$ cat config.mk
export PLATFORM = sky130hd
export DESIGN_NAME = switch_ingress_dest_lookup
export DESIGN_NICKNAME = d
export VERILOG_FILES = /design/src/rtl/switch_pkg.sv /design/src/rtl/switch_mac_table.sv /design/src/rtl/switch_ingress_dest_lookup.sv
export SDC_FILE = /design/constraint.sdc
export NUM_CORES = 1
export LEC_CHECK = 0
export CORE_MARGIN = 2
export CORE_UTILIZATION = 43
export DETAILED_ROUTE_END_ITERATION = 8
export DONT_BUFFER_PORTS = 1
export SKIP_LAST_GASP = 1
export SLEW_MARGIN = 10
export SYNTH_ARGS = -nofsm -noshare
export SYNTH_HDL_FRONTEND = slang
export SYNTH_SLANG_ARGS = --single-unit
$ cat constraint.sdc
create_clock -name clk -period 4.35 [get_ports clk]
set_clock_uncertainty 0.2 [all_clocks]
set_input_delay 0.435 -clock clk [delete_from_list [all_inputs] [get_ports clk]]
set_output_delay 0.435 -clock clk [all_outputs]
set_load 0.01 [all_outputs]
$ cat src/rtl/switch_pkg.sv
// Shared definitions for the switch port-side blocks.
package switch_pkg;

  localparam int MAC_WIDTH = 48;

  typedef enum logic [1:0] {
    ST_HEAD = 2'd0,
    ST_FWD  = 2'd1,
    ST_DROP = 2'd2
  } ingress_state_t;

  // Width of a table index for a table of the given size.
  function automatic int cfg_addr_width(input int table_size);
    return $clog2(table_size);
  endfunction

  // All ports of a radix-wide switch except the given port; bits above radix stay 0.
  function automatic logic [31:0] bcast_mask(input int radix, input int port_index);
    logic [31:0] m;
    m = '0;
    for (int i = 0; i < 32; i++) begin
      if (i < radix && i != port_index) m[i] = 1'b1;
    end
    return m;
  endfunction

endpackage

$ cat src/rtl/switch_mac_table.sv
// Software-programmed destination MAC table with lowest-index priority match.
module switch_mac_table
  import switch_pkg::*;
#(
  parameter int TABLE_SIZE = 8,
  parameter int RADIX      = 4
) (
  input  logic                                  clk,
  input  logic                                  rst_n,
  input  logic                                  wr_en,
  input  logic [cfg_addr_width(TABLE_SIZE)-1:0] wr_addr,
  input  logic                                  wr_valid,
  input  logic [MAC_WIDTH-1:0]                  wr_mac,
  input  logic [RADIX-1:0]                      wr_mask,
  input  logic [MAC_WIDTH-1:0]                  lookup_mac,
  output logic                                  hit,
  output logic [RADIX-1:0]                      hit_mask
);

  logic [TABLE_SIZE-1:0] valid_q;
  logic [MAC_WIDTH-1:0]  mac_q  [TABLE_SIZE];
  logic [RADIX-1:0]      mask_q [TABLE_SIZE];

  // Entry storage; a write becomes visible to lookups on the following cycle.
  always_ff @(posedge clk or negedge rst_n) begin
    if (!rst_n) begin
      valid_q <= '0;
      for (int i = 0; i < TABLE_SIZE; i++) begin
        mac_q[i]  <= '0;
        mask_q[i] <= '0;
      end
    end else if (wr_en) begin
      valid_q[wr_addr] <= wr_valid;
      mac_q[wr_addr]   <= wr_mac;
      mask_q[wr_addr]  <= wr_mask;
    end
  end

  // Priority match: scanning downward lets the lowest matching index win.
  always_comb begin
    hit      = 1'b0;
    hit_mask = '0;
    for (int i = TABLE_SIZE - 1; i >= 0; i--) begin
      if (valid_q[i] && mac_q[i] == lookup_mac) begin
        hit      = 1'b1;
        hit_mask = mask_q[i];
      end
    end
  end

endmodule

$ cat src/rtl/switch_ingress_dest_lookup.sv
// Per-port ingress stage: destination lookup on the frame head, tdest tagging and drop of
// frames that have nowhere legal to go.
//
//   state   | meaning
//   --------+--------------------------------------------
//   ST_HEAD | waiting for the first beat of a frame
//   ST_FWD  | forwarding the rest of an accepted frame
//   ST_DROP | discarding the rest of a dropped frame
module switch_ingress_dest_lookup
  import switch_pkg::*;
#(
  parameter int AXIS_DATA_WIDTH  = 64,
  parameter int AXIS_KEEP_WIDTH  = AXIS_DATA_WIDTH / 8,
  parameter int AXIS_ID_ENABLE   = 1,
  parameter int AXIS_ID_WIDTH    = 8,
  parameter int AXIS_USER_ENABLE = 1,
  parameter int AXIS_USER_WIDTH  = 17,
  parameter int RADIX            = 4,
  parameter int PORT_INDEX       = 0,
  parameter int TABLE_SIZE       = 8
) (
  input  logic                                  clk,
  input  logic                                  rst_n,
  input  logic [AXIS_DATA_WIDTH-1:0]            s_axis_tdata,
  input  logic [AXIS_KEEP_WIDTH-1:0]            s_axis_tkeep,
  input  logic                                  s_axis_tvalid,
  output logic                                  s_axis_tready,
  input  logic                                  s_axis_tlast,
  input  logic [AXIS_ID_WIDTH-1:0]              s_axis_tid,
  input  logic [AXIS_USER_WIDTH-1:0]            s_axis_tuser,
  output logic [AXIS_DATA_WIDTH-1:0]            m_axis_tdata,
  output logic [AXIS_KEEP_WIDTH-1:0]            m_axis_tkeep,
  output logic                                  m_axis_tvalid,
  input  logic                                  m_axis_tready,
  output logic                                  m_axis_tlast,
  output logic [AXIS_ID_WIDTH-1:0]              m_axis_tid,
  output logic [RADIX-1:0]                      m_axis_tdest,
  output logic [AXIS_USER_WIDTH-1:0]            m_axis_tuser,
  input  logic                                  cfg_wr_en,
  input  logic [cfg_addr_width(TABLE_SIZE)-1:0] cfg_wr_addr,
  input  logic                                  cfg_wr_valid,
  input  logic [MAC_WIDTH-1:0]                  cfg_wr_mac,
  input  logic [RADIX-1:0]                      cfg_wr_mask,
  output logic [31:0]                           drop_count
);

  localparam logic [31:0]      BCAST32 = bcast_mask(RADIX, PORT_INDEX);
  localparam logic [RADIX-1:0] BCAST   = BCAST32[RADIX-1:0];

  ingress_state_t state, state_next;

  logic [MAC_WIDTH-1:0] dmac;
  logic                 tbl_hit;
  logic [RADIX-1:0]     tbl_mask;
  logic [RADIX-1:0]     dest;
  logic                 accept;
  logic                 out_upd;
  logic                 head_load;
  logic                 load;
  logic                 drop_evt;

  assign dmac = s_axis_tdata[MAC_WIDTH-1:0];

  switch_mac_table #(
    .TABLE_SIZE (TABLE_SIZE),
    .RADIX      (RADIX)
  ) u_table (
    .clk        (clk),
    .rst_n      (rst_n),
    .wr_en      (cfg_wr_en),
    .wr_addr    (cfg_wr_addr),
    .wr_valid   (cfg_wr_valid),
    .wr_mac     (cfg_wr_mac),
    .wr_mask    (cfg_wr_mask),
    .lookup_mac (dmac),
    .hit        (tbl_hit),
    .hit_mask   (tbl_mask)
  );

  // Group addresses and misses flood; our own port is never a destination.
  always_comb begin
    dest = BCAST;
    if (!dmac[0] && tbl_hit) dest = tbl_mask & BCAST;
  end

  // DROP swallows beats regardless of the output stage so the crossbar never stalls it.
  assign out_upd       = !m_axis_tvalid || m_axis_tready;
  assign s_axis_tready = (state == ST_DROP) ? 1'b1 : out_upd;
  assign accept        = s_axis_tvalid && s_axis_tready;
  assign head_load     = accept && (state == ST_HEAD) && (dest != '0);
  assign load          = head_load || (accept && (state == ST_FWD));
  assign drop_evt      = accept && s_axis_tlast &&
                         (((state == ST_HEAD) && (dest == '0)) || (state == ST_DROP));

  // State register.
  always_ff @(posedge clk or negedge rst_n) begin
    if (!rst_n) state <= ST_HEAD;
    else        state <= state_next;
  end

  // Next-state decode.
  always_comb begin
    state_next = state;
    case (state)
      ST_HEAD: if (accept && !s_axis_tlast) state_next = (dest != '0) ? ST_FWD : ST_DROP;
      ST_FWD:  if (accept && s_axis_tlast)  state_next = ST_HEAD;
      ST_DROP: if (accept && s_axis_tlast)  state_next = ST_HEAD;
      default: state_next = ST_HEAD;
    endcase
  end

  // Output register; tdest is only reloaded by a head beat so it stays constant per frame.
  always_ff @(posedge clk or negedge rst_n) begin
    if (!rst_n) begin
      m_axis_tvalid <= 1'b0;
      m_axis_tdata  <= '0;
      m_axis_tkeep  <= '0;
      m_axis_tlast  <= 1'b0;
      m_axis_tid    <= '0;
      m_axis_tuser  <= '0;
      m_axis_tdest  <= '0;
    end else if (out_upd) begin
      m_axis_tvalid <= load;
      if (load) begin
        m_axis_tdata <= s_axis_tdata;
        m_axis_tkeep <= s_axis_tkeep;
        m_axis_tlast <= s_axis_tlast;
        m_axis_tid   <= (AXIS_ID_ENABLE != 0) ? s_axis_tid : '0;
        m_axis_tuser <= (AXIS_USER_ENABLE != 0) ? s_axis_tuser : '0;
        if (head_load) m_axis_tdest <= dest;
      end
    end
  end

  // Saturating dropped-frame counter.
  always_ff @(posedge clk or negedge rst_n) begin
    if (!rst_n)                              drop_count <= '0;
    else if (drop_evt && drop_count != '1)   drop_count <= drop_count + 32'd1;
  end

endmodule

After elaboration in Yosys (flattened, before gate mapping):

Cells that the tools add are included.

* multiplexer cells: 31
* reduce and logical (&&, ||, !) cells: 33
* equality and inequality tests: 13
* order comparisons: 4
* $add $sub $neg: 1
* bitwise operators: 1

Operators by type and width (count)
* 384-bit bitwise mux: 1
* 48-bit == test: 8
* 48-bit demux with 3-bit select: 1
* 48-bit two-way mux: 1
* 4-bit two-way mux: 10
* 32-bit by 1-bit adder with 32-bit output, second input constant: 1
* 32-bit bitwise mux: 1
* 32-bit != test, second input constant: 1
* 1-bit logical AND: 20
* 4-bit demux with 3-bit select: 1
* 1-bit two-way mux: 10
* 8-bit bitwise mux: 1
* 2-bit two-way mux: 3
* 4-bit greater-or-equal comparator, second input constant: 1
* 4-bit logical NOT: 1
* 3-bit by 4-bit < comparator with 1-bit output, second input constant: 1
* 4-bit by 1-bit < comparator with 1-bit output, second input constant: 1
* 2-bit by 1-bit != test with 1-bit output, second input constant: 2
* 3-bit NOT with 4-bit output: 1
* 2-bit case mux with 2 select lines: 1
* 2-bit AND reduction: 2
* 4-bit nonzero test: 1
* 1-bit demux with 3-bit select: 1
* 3-bit by 1-bit greater-or-equal comparator with 1-bit output, second input constant: 1
* 7 further kinds: 11

* bits of input ports: 159
* register bits after elaboration: 561
* output and inout port bits: 136
* logic and storage cells: 109

Logic depth before layout (Yosys ltp):

* word-level depth: 17
* mapped depth: 15
* mapped depth without buffers: 11

Modules after synthesis:

Synthesis repeated with hierarchy kept, for this count alone.

* cell total of the unflattened synthesis: 1935
* area, all modules: 25999.9 sq um

Modules (own cells, without submodules)
* switch_mac_table: cells each 1557, seq. area each 10610.2 sq um, times used 1, area an instance 20546.0 sq um
* switch_ingress_dest_lookup: cells each 378, seq. area each 3403.3 sq um, times used 1, area an instance 5454.0 sq um

Worst setup path after synthesis:

No wires, ideal clock.

* path kind: input to register
* start point: input port s_axis_tdata[40]
* end point: register m_axis_tdata[43]
* library setup time: 0.125 ns
* data required time: 4.025 ns
* buffers on the path: 3
* arrival: 3.653 ns
* slack: 0.371 ns
* cell stages on the path: 14
* cell sequence: buf_2 > xor2_1 > or4_1 > nor4_1 > nand4_1 > or4_4 > nand2_1 > a2111oi_1 > o311ai_4 > o21ai_4 > a21oi_4 > buf_6 > buf_6 > mux2_4

* longest elaborated chain between the ends: 16
* elaborated cells between the ends (all ways): 38
* those cells by class: eq/ne (8); mux (17); reduce/logical (13)

RTL lines
* start: declaration: line switch_ingress_dest_lookup.sv:24 `input logic [AXIS_DATA_WIDTH-1:0] s_axis_tdata,`
* 48-bit == test: line switch_mac_table.sv:44 `if (valid_q[i] && mac_q[i] == lookup_mac) begin`
* 1-bit logical AND: line switch_mac_table.sv:44
* 1-bit two-way mux (8 in a row): line switch_mac_table.sv:44
* 1-bit logical AND: line switch_ingress_dest_lookup.sv:83 `if (!dmac[0] && tbl_hit) dest = tbl_mask & BCAST;`
* 4-bit two-way mux (*): line switch_ingress_dest_lookup.sv:83
* 4-bit nonzero test (*): line switch_ingress_dest_lookup.sv:90 `assign head_load = accept && (state == ST_HEAD) && (dest != '0);`
* 1-bit logical AND (*): line switch_ingress_dest_lookup.sv:90
* 1-bit logical OR (*): line switch_ingress_dest_lookup.sv:91 `assign load = head_load || (accept && (state == ST_FWD));`
* 2-bit AND reduction (no line) (*)
* end signal: assignment: line switch_ingress_dest_lookup.sv:125 `m_axis_tdata <= s_axis_tdata;`
* end: declaration: line switch_ingress_dest_lookup.sv:31 `output logic [AXIS_DATA_WIDTH-1:0] m_axis_tdata,`

Mark *: on every way between the ends. The rest lies on a longest branch, timed or not.
A chain may end at the register's enable or synchronous reset.

Final worst setup path:

* start point: register u_table.mac_q[298] (netlist bit)
* end point: register drop_count[11]

* longest elaborated chain between the ends: 11
* elaborated cells between the ends (all ways): 13
* those cells by class: eq/ne (1); mux (5); reduce/logical (7)

RTL lines
* start: declaration: line switch_mac_table.sv:21 `logic [MAC_WIDTH-1:0] mac_q [TABLE_SIZE];`
* start signal: indexed assignment: line switch_mac_table.sv:34 `mac_q[wr_addr] <= wr_mac;`
* 48-bit == test (*): line switch_mac_table.sv:44
* 1-bit logical AND (*): line switch_mac_table.sv:44
* 1-bit two-way mux (2 in a row): line switch_mac_table.sv:44
* 1-bit logical AND: line switch_ingress_dest_lookup.sv:83
* 4-bit two-way mux (*): line switch_ingress_dest_lookup.sv:83
* 4-bit logical NOT (*): line switch_ingress_dest_lookup.sv:93 `(((state == ST_HEAD) && (dest == '0)) || (state == ST_DROP));`
* 1-bit logical AND (*): line switch_ingress_dest_lookup.sv:93
* 1-bit logical OR (*): line switch_ingress_dest_lookup.sv:93
* 1-bit logical AND (*): line switch_ingress_dest_lookup.sv:92 `assign drop_evt = accept && s_axis_tlast &&`
* 1-bit logical AND (*): line switch_ingress_dest_lookup.sv:138 `else if (drop_evt && drop_count != '1) drop_count <= drop_count + 32'd1;`
* end signal: assignment: line switch_ingress_dest_lookup.sv:138
* end: declaration: line switch_ingress_dest_lookup.sv:44 `output logic [31:0] drop_count`

Marks and branches as above.

==> results by stage <==
Outcome:
- The run finished, with violations left.
- The checks that failed: negative hold slack, max-slew violations.

Floorplan:
- The effective utilization at floorplan is 43.33%.
- The floorplan step set the die width to around 250 µm.
- The number of ports placed on the die boundary is around 300.
- The die outline area is roughly 64000 µm².
- The die height is around 250 µm.
- The floorplan has slightly above 90 rows.
- The area of the core region is roughly 61000 µm².

Final layout:
- Cells fill around half of the core in the end.
- From synthesis to final layout, the design area changed by 17.77%.
- The number of nets in the finished design is approximately 2400.
- The final non-filler cell area is 31320 µm².
- The fraction of layout instances using a drive strength above 1 is between 30% and 40%.

Clock network:
- The number of H-tree branching levels is 2.
- TritonCTS built the clock tree.
- TritonCTS created 61 clock buffers.
- The clock-pin transition on the worst setup and hold timing paths is 60 ps.
- The clock reaches the later pin of the worst-skew pair after approximately 640 ps.
- After clock tree synthesis, the flow added hold-fix buffers numbering between 150 and 200.
- The tree is rooted in a sky130_fd_sc_hd__clkbuf_16.
- The CTS sink count is roughly 550.
- The number of buffers between clock root and the deepest sink is 3.

Timing:
- The worst hold slack across all endpoints is -661.0 ps.
- The count of final hold-check violations came to ~550.
- The transition time at the pin with the least slew margin is approximately 2200 ps.
- The achievable frequency is about 240 MHz.
- The total count of max-transition violations in the final report is 276.
- Setup repair after global routing could not meet its margin everywhere.
- Setup violations remaining at the end of the flow were counted as 0.
- Headroom to the max-slew limit came out at -45.37%.
- The time the final worst path needs with I/O delays and setup is ~4200 ps.
- The share of the clock period used by the worst path is 96.29%.

Synthesis:
- The number of enable-type register cells in the synthesized netlist is 0.
- Among all flip-flop cells after synthesis, the most frequent one is sky130_fd_sc_hd__dfrtp_1.
- Counting distinct cell types in the post-synthesis netlist gives a little over 70.
- The number of instances in the synthesized netlist is approximately 2100.
- The mean post-synth cell area is roughly 13 µm².
- The number of nets produced by synthesis is around 2200.
- The portion of the post-synthesis area used by sequential elements is between 50% and 60%.
- After synthesis, the share of flip-flops with an asynchronous set or reset is 100.0%.
- The synthesized flop and latch total is between 500 and 600.
- The mapped cell area is roughly 27000 µm².
- The number of synthesis warnings is 0.

Critical path:
- The startpoint of the worst register-to-register path is u_table.mac_q[298].
- Data on the critical path is required at its endpoint by ~4700 ps.
- The arrival time at the worst endpoint is between 4000 and 5000 ps.
- The critical path contains buffers and inverters numbering 3 combined.
- Traced cell by cell, the critical path runs through xor2_1 -> or4_1 -> nor4_1 -> nand4_1 -> or4_4 -> buf_4 -> and3_4 -> o31ai_4 -> nand4_4 -> buf_4 -> o31ai_4 -> buf_4 -> nand4_1 -> xnor2_1.
- The worst-path maximum fanout is 10.
- Among all stages on the critical path, the largest delay is contributed by sky130_fd_sc_hd__or4_4.
- The worst reg-to-reg path cell count is 14.
- The number of logic stages on the critical path including buffering is 14.
- The dominant delay contributor by cell family on the critical path is simple AND/OR/NAND/NOR gates.
- The end of the worst register-to-register path is drop_count[11].
- The worst setup slack for register-to-register paths is 160 ps.
- By instance count, the cell type seen most on the critical path is sky130_fd_sc_hd__buf_4.
- The longest individual stage delay on the worst path is between 500 and 600 ps.
- The startpoint of the most critical setup path is u_table.mac_q[298].
- The kind of critical path is flip-flop to flip-flop.
- Following the worst setup path forward leads to its endpoint at drop_count[11].
- The launching element type of the critical path is a flip-flop.
- The nature of the critical path endpoint is a flip-flop.

Detailed routing:
- Dividing the detail-routed wire length by the instance count gives a little over 30 µm.
- Wires add up to between 90 and 100 mm.
- The final antenna-violating net count is 0.
- The total DRC errors in the routed layout is 0.
- The detailed router finished its first iteration with approximately 1600 violations.
- The number of vias in the routed layout is about 18000.
- The iteration count of the initial detailed-routing pass is 5.
- Using the TritonRoute via totals, the vias-per-cell ratio works out to roughly 5.8.

Placed design:
- The placed cell area is ~28000 µm².
- After legalization and detailed placement, the total HPWL measured about 60 mm.
- Input and output buffers added on the ports amount to 0.
- At the end of routability-driven placement, the weighted congestion stood at around 0.93.

Global route:
- For this run the aggregate overflow at the end of global routing stands at 0.
- The wire length of the first global-routing pass is roughly 130 mm.
- The number of antenna violations at the first check in global routing came to 13.
- Global routing used between 20 and 30% of the available tracks across all layers.
- The pin count of the biggest net entering global routing is 553.
- The number of global-route vias before repair is roughly 18000.

Job:
- Across the run, the number of max-cap violations was 0.

Worst hold path:
- The tightest min-delay check is of the input port to async pin type.

Pwr:
- The static leakage is roughly 13 nW.
- The worst vdd rail ir drop is a little under 0.3 mV.
- In this run the power density over the cells is between 500 and 600 nW/µm².
-- logic make-up after synthesis --
kind of cell	Yosys count	synth area share (%)
DFF	552	51.94
AOI/OAI and AO/OA	86	2.738
xor gates and xnor gates	353	11.63
other	1	0.01410
buffers and inverters	156	2.668
muxes	510	21.88
and+or+nand+nor	396	8.944
adders and majority gates	4	0.1882
-- layout make-up --
cell class	count	area (µm²)
Fill cell	5346	30050
Timing Repair Buffer	229	2150
Clock buffer	84	1753
Sequential cell	552	13810
Antenna cell	5	12.51
Clock inverter	27	327.8
Tap cell	790	988.4
Inverter	42	157.7
Multi-Input combinational cell	1350	12120
-- sequential cells by signal, indices dropped and copies added, names as in the netlist, 3 cells and up --
signal	count
drop_count	32
m_axis_tdata	64
m_axis_tdest	3
m_axis_tid	8
m_axis_tkeep	8
m_axis_tuser	17
u_table.mac_q	384
u_table.mask_q	24
u_table.valid_q	8
-- how the worst min path moves through the flow --
stage                from          endpoint  slack, ps
global placement    rst_n  m_axis_tdata[42]        -20
floorplan           rst_n     drop_count[0]        -60
CTS                 rst_n  m_axis_tdata[42]       -690
detailed placement  rst_n  m_axis_tdata[42]        -20
finish              rst_n  m_axis_tdata[42]       -660
global route        rst_n  m_axis_tdata[42]       -680
-- per-stage QoR --
step | setup TNS, ps | std cells | power (mW) | setup slack (ps)
final | 0 | 3079 | 16.22 | 161.3
after global routing | -2.865 | 3075 | 16.90 | -2.865
after CTS | 0 | 3071 | 16.26 | 72.59
after detailed placement | 0 | 2808 | 10.58 | 24.54
after global placement | 0 | 2808 | 10.45 | 25.20
after floorplan | 0 | 2058 | 9.811 | 371.5
-- repair_timing --
action	in CTS	in global routing
resized for setup	0	6
endpoints found under the setup margin	0	106
endpoints found under the hold margin	1072	552
buffers inserted	0	2
-- power by group --
part	switching (mW)	internal, mW	total (mW)
registers	1.13	6.44	7.56
logic	1.38	1.87	3.25
clock network	2.19	3.21	5.41
total	4.70	11.5	16.2
-- cell usage in the layout (no fill, tap or decap), types with 7 or more instances in the layout --
master	instances
sky130_fd_sc_hd__nor3_1	21
sky130_fd_sc_hd__and3_1	31
sky130_fd_sc_hd__mux2_4	20
sky130_fd_sc_hd__clkbuf_8	14
sky130_fd_sc_hd__nor2_1	12
sky130_fd_sc_hd__nand2b_1	59
sky130_fd_sc_hd__o2111ai_1	17
sky130_fd_sc_hd__clkbuf_1	9
sky130_fd_sc_hd__dfrtp_1	552
sky130_fd_sc_hd__nand4_1	90
sky130_fd_sc_hd__nand2_1	41
sky130_fd_sc_hd__inv_1	41
sky130_fd_sc_hd__buf_4	73
sky130_fd_sc_hd__clkinv_2	18
sky130_fd_sc_hd__dlygate4sd3_1	152
sky130_fd_sc_hd__nor4_1	47
sky130_fd_sc_hd__clkbuf_16	62
sky130_fd_sc_hd__and2_1	11
sky130_fd_sc_hd__xnor2_1	225
sky130_fd_sc_hd__bufinv_16	7
sky130_fd_sc_hd__nand3_1	33
sky130_fd_sc_hd__mux2_2	489
sky130_fd_sc_hd__o21ai_0	12
sky130_fd_sc_hd__xor2_1	128
sky130_fd_sc_hd__nor2b_1	15
-- per-layer routing --
| metal | GRT usage [%] | vias to the layer above | wire length, µm |
|---|---|---|---|
| met2 | 47.38 | 678 | 44610 |
| met1 | 39.79 | 9477 | 40310 |
| li1 | - | 7674 | - |
| met3 | 6.138 | 171 | 6710 |
| met5 | 0 | - | 23 |
| met4 | 11.77 | 4 | 4042 |
-- synthesized netlist by cell type, types with 6 or more instances --
cell type	instances	area (µm²)
sky130_fd_sc_hd__nor4_1	49	306.5
sky130_fd_sc_hd__clkbuf_1	58	217.7
sky130_fd_sc_hd__nand3_1	33	165.2
sky130_fd_sc_hd__xor2_1	128	1121
sky130_fd_sc_hd__o21ai_0	12	60.06
sky130_fd_sc_hd__inv_1	41	153.9
sky130_fd_sc_hd__nand2_1	41	153.9
sky130_fd_sc_hd__nor2_1	12	45.04
sky130_fd_sc_hd__buf_2	39	195.2
sky130_fd_sc_hd__o221ai_1	6	52.55
sky130_fd_sc_hd__and2_1	11	68.82
sky130_fd_sc_hd__o2111ai_1	17	148.9
sky130_fd_sc_hd__o22ai_1	6	37.54
sky130_fd_sc_hd__nor2b_1	15	93.84
sky130_fd_sc_hd__mux2_4	20	300.3
sky130_fd_sc_hd__nand2b_1	59	369.1
sky130_fd_sc_hd__mux2_2	489	5507
sky130_fd_sc_hd__buf_4	10	75.07
sky130_fd_sc_hd__nor3_1	23	115.1
sky130_fd_sc_hd__dfrtp_1	552	13810
sky130_fd_sc_hd__nand4_1	90	563.0
sky130_fd_sc_hd__xnor2_1	225	1971
sky130_fd_sc_hd__and3_1	31	193.9
-- worst reg2reg max path, stage by stage, from the launching register on --
cell and delay (ps):
sky130_fd_sc_hd__dfrtp_1 390, sky130_fd_sc_hd__xor2_1 180, sky130_fd_sc_hd__or4_1 500, sky130_fd_sc_hd__nor4_1 270, sky130_fd_sc_hd__nand4_1 220, sky130_fd_sc_hd__or4_4 590, sky130_fd_sc_hd__buf_4 160, sky130_fd_sc_hd__and3_4 170
sky130_fd_sc_hd__o31ai_4 220, sky130_fd_sc_hd__nand4_4 150, sky130_fd_sc_hd__buf_4 180, sky130_fd_sc_hd__o31ai_4 290, sky130_fd_sc_hd__buf_4 230, sky130_fd_sc_hd__nand4_1 120, sky130_fd_sc_hd__xnor2_1 170
Note: power is estimated with default switching activity, not from simulation.
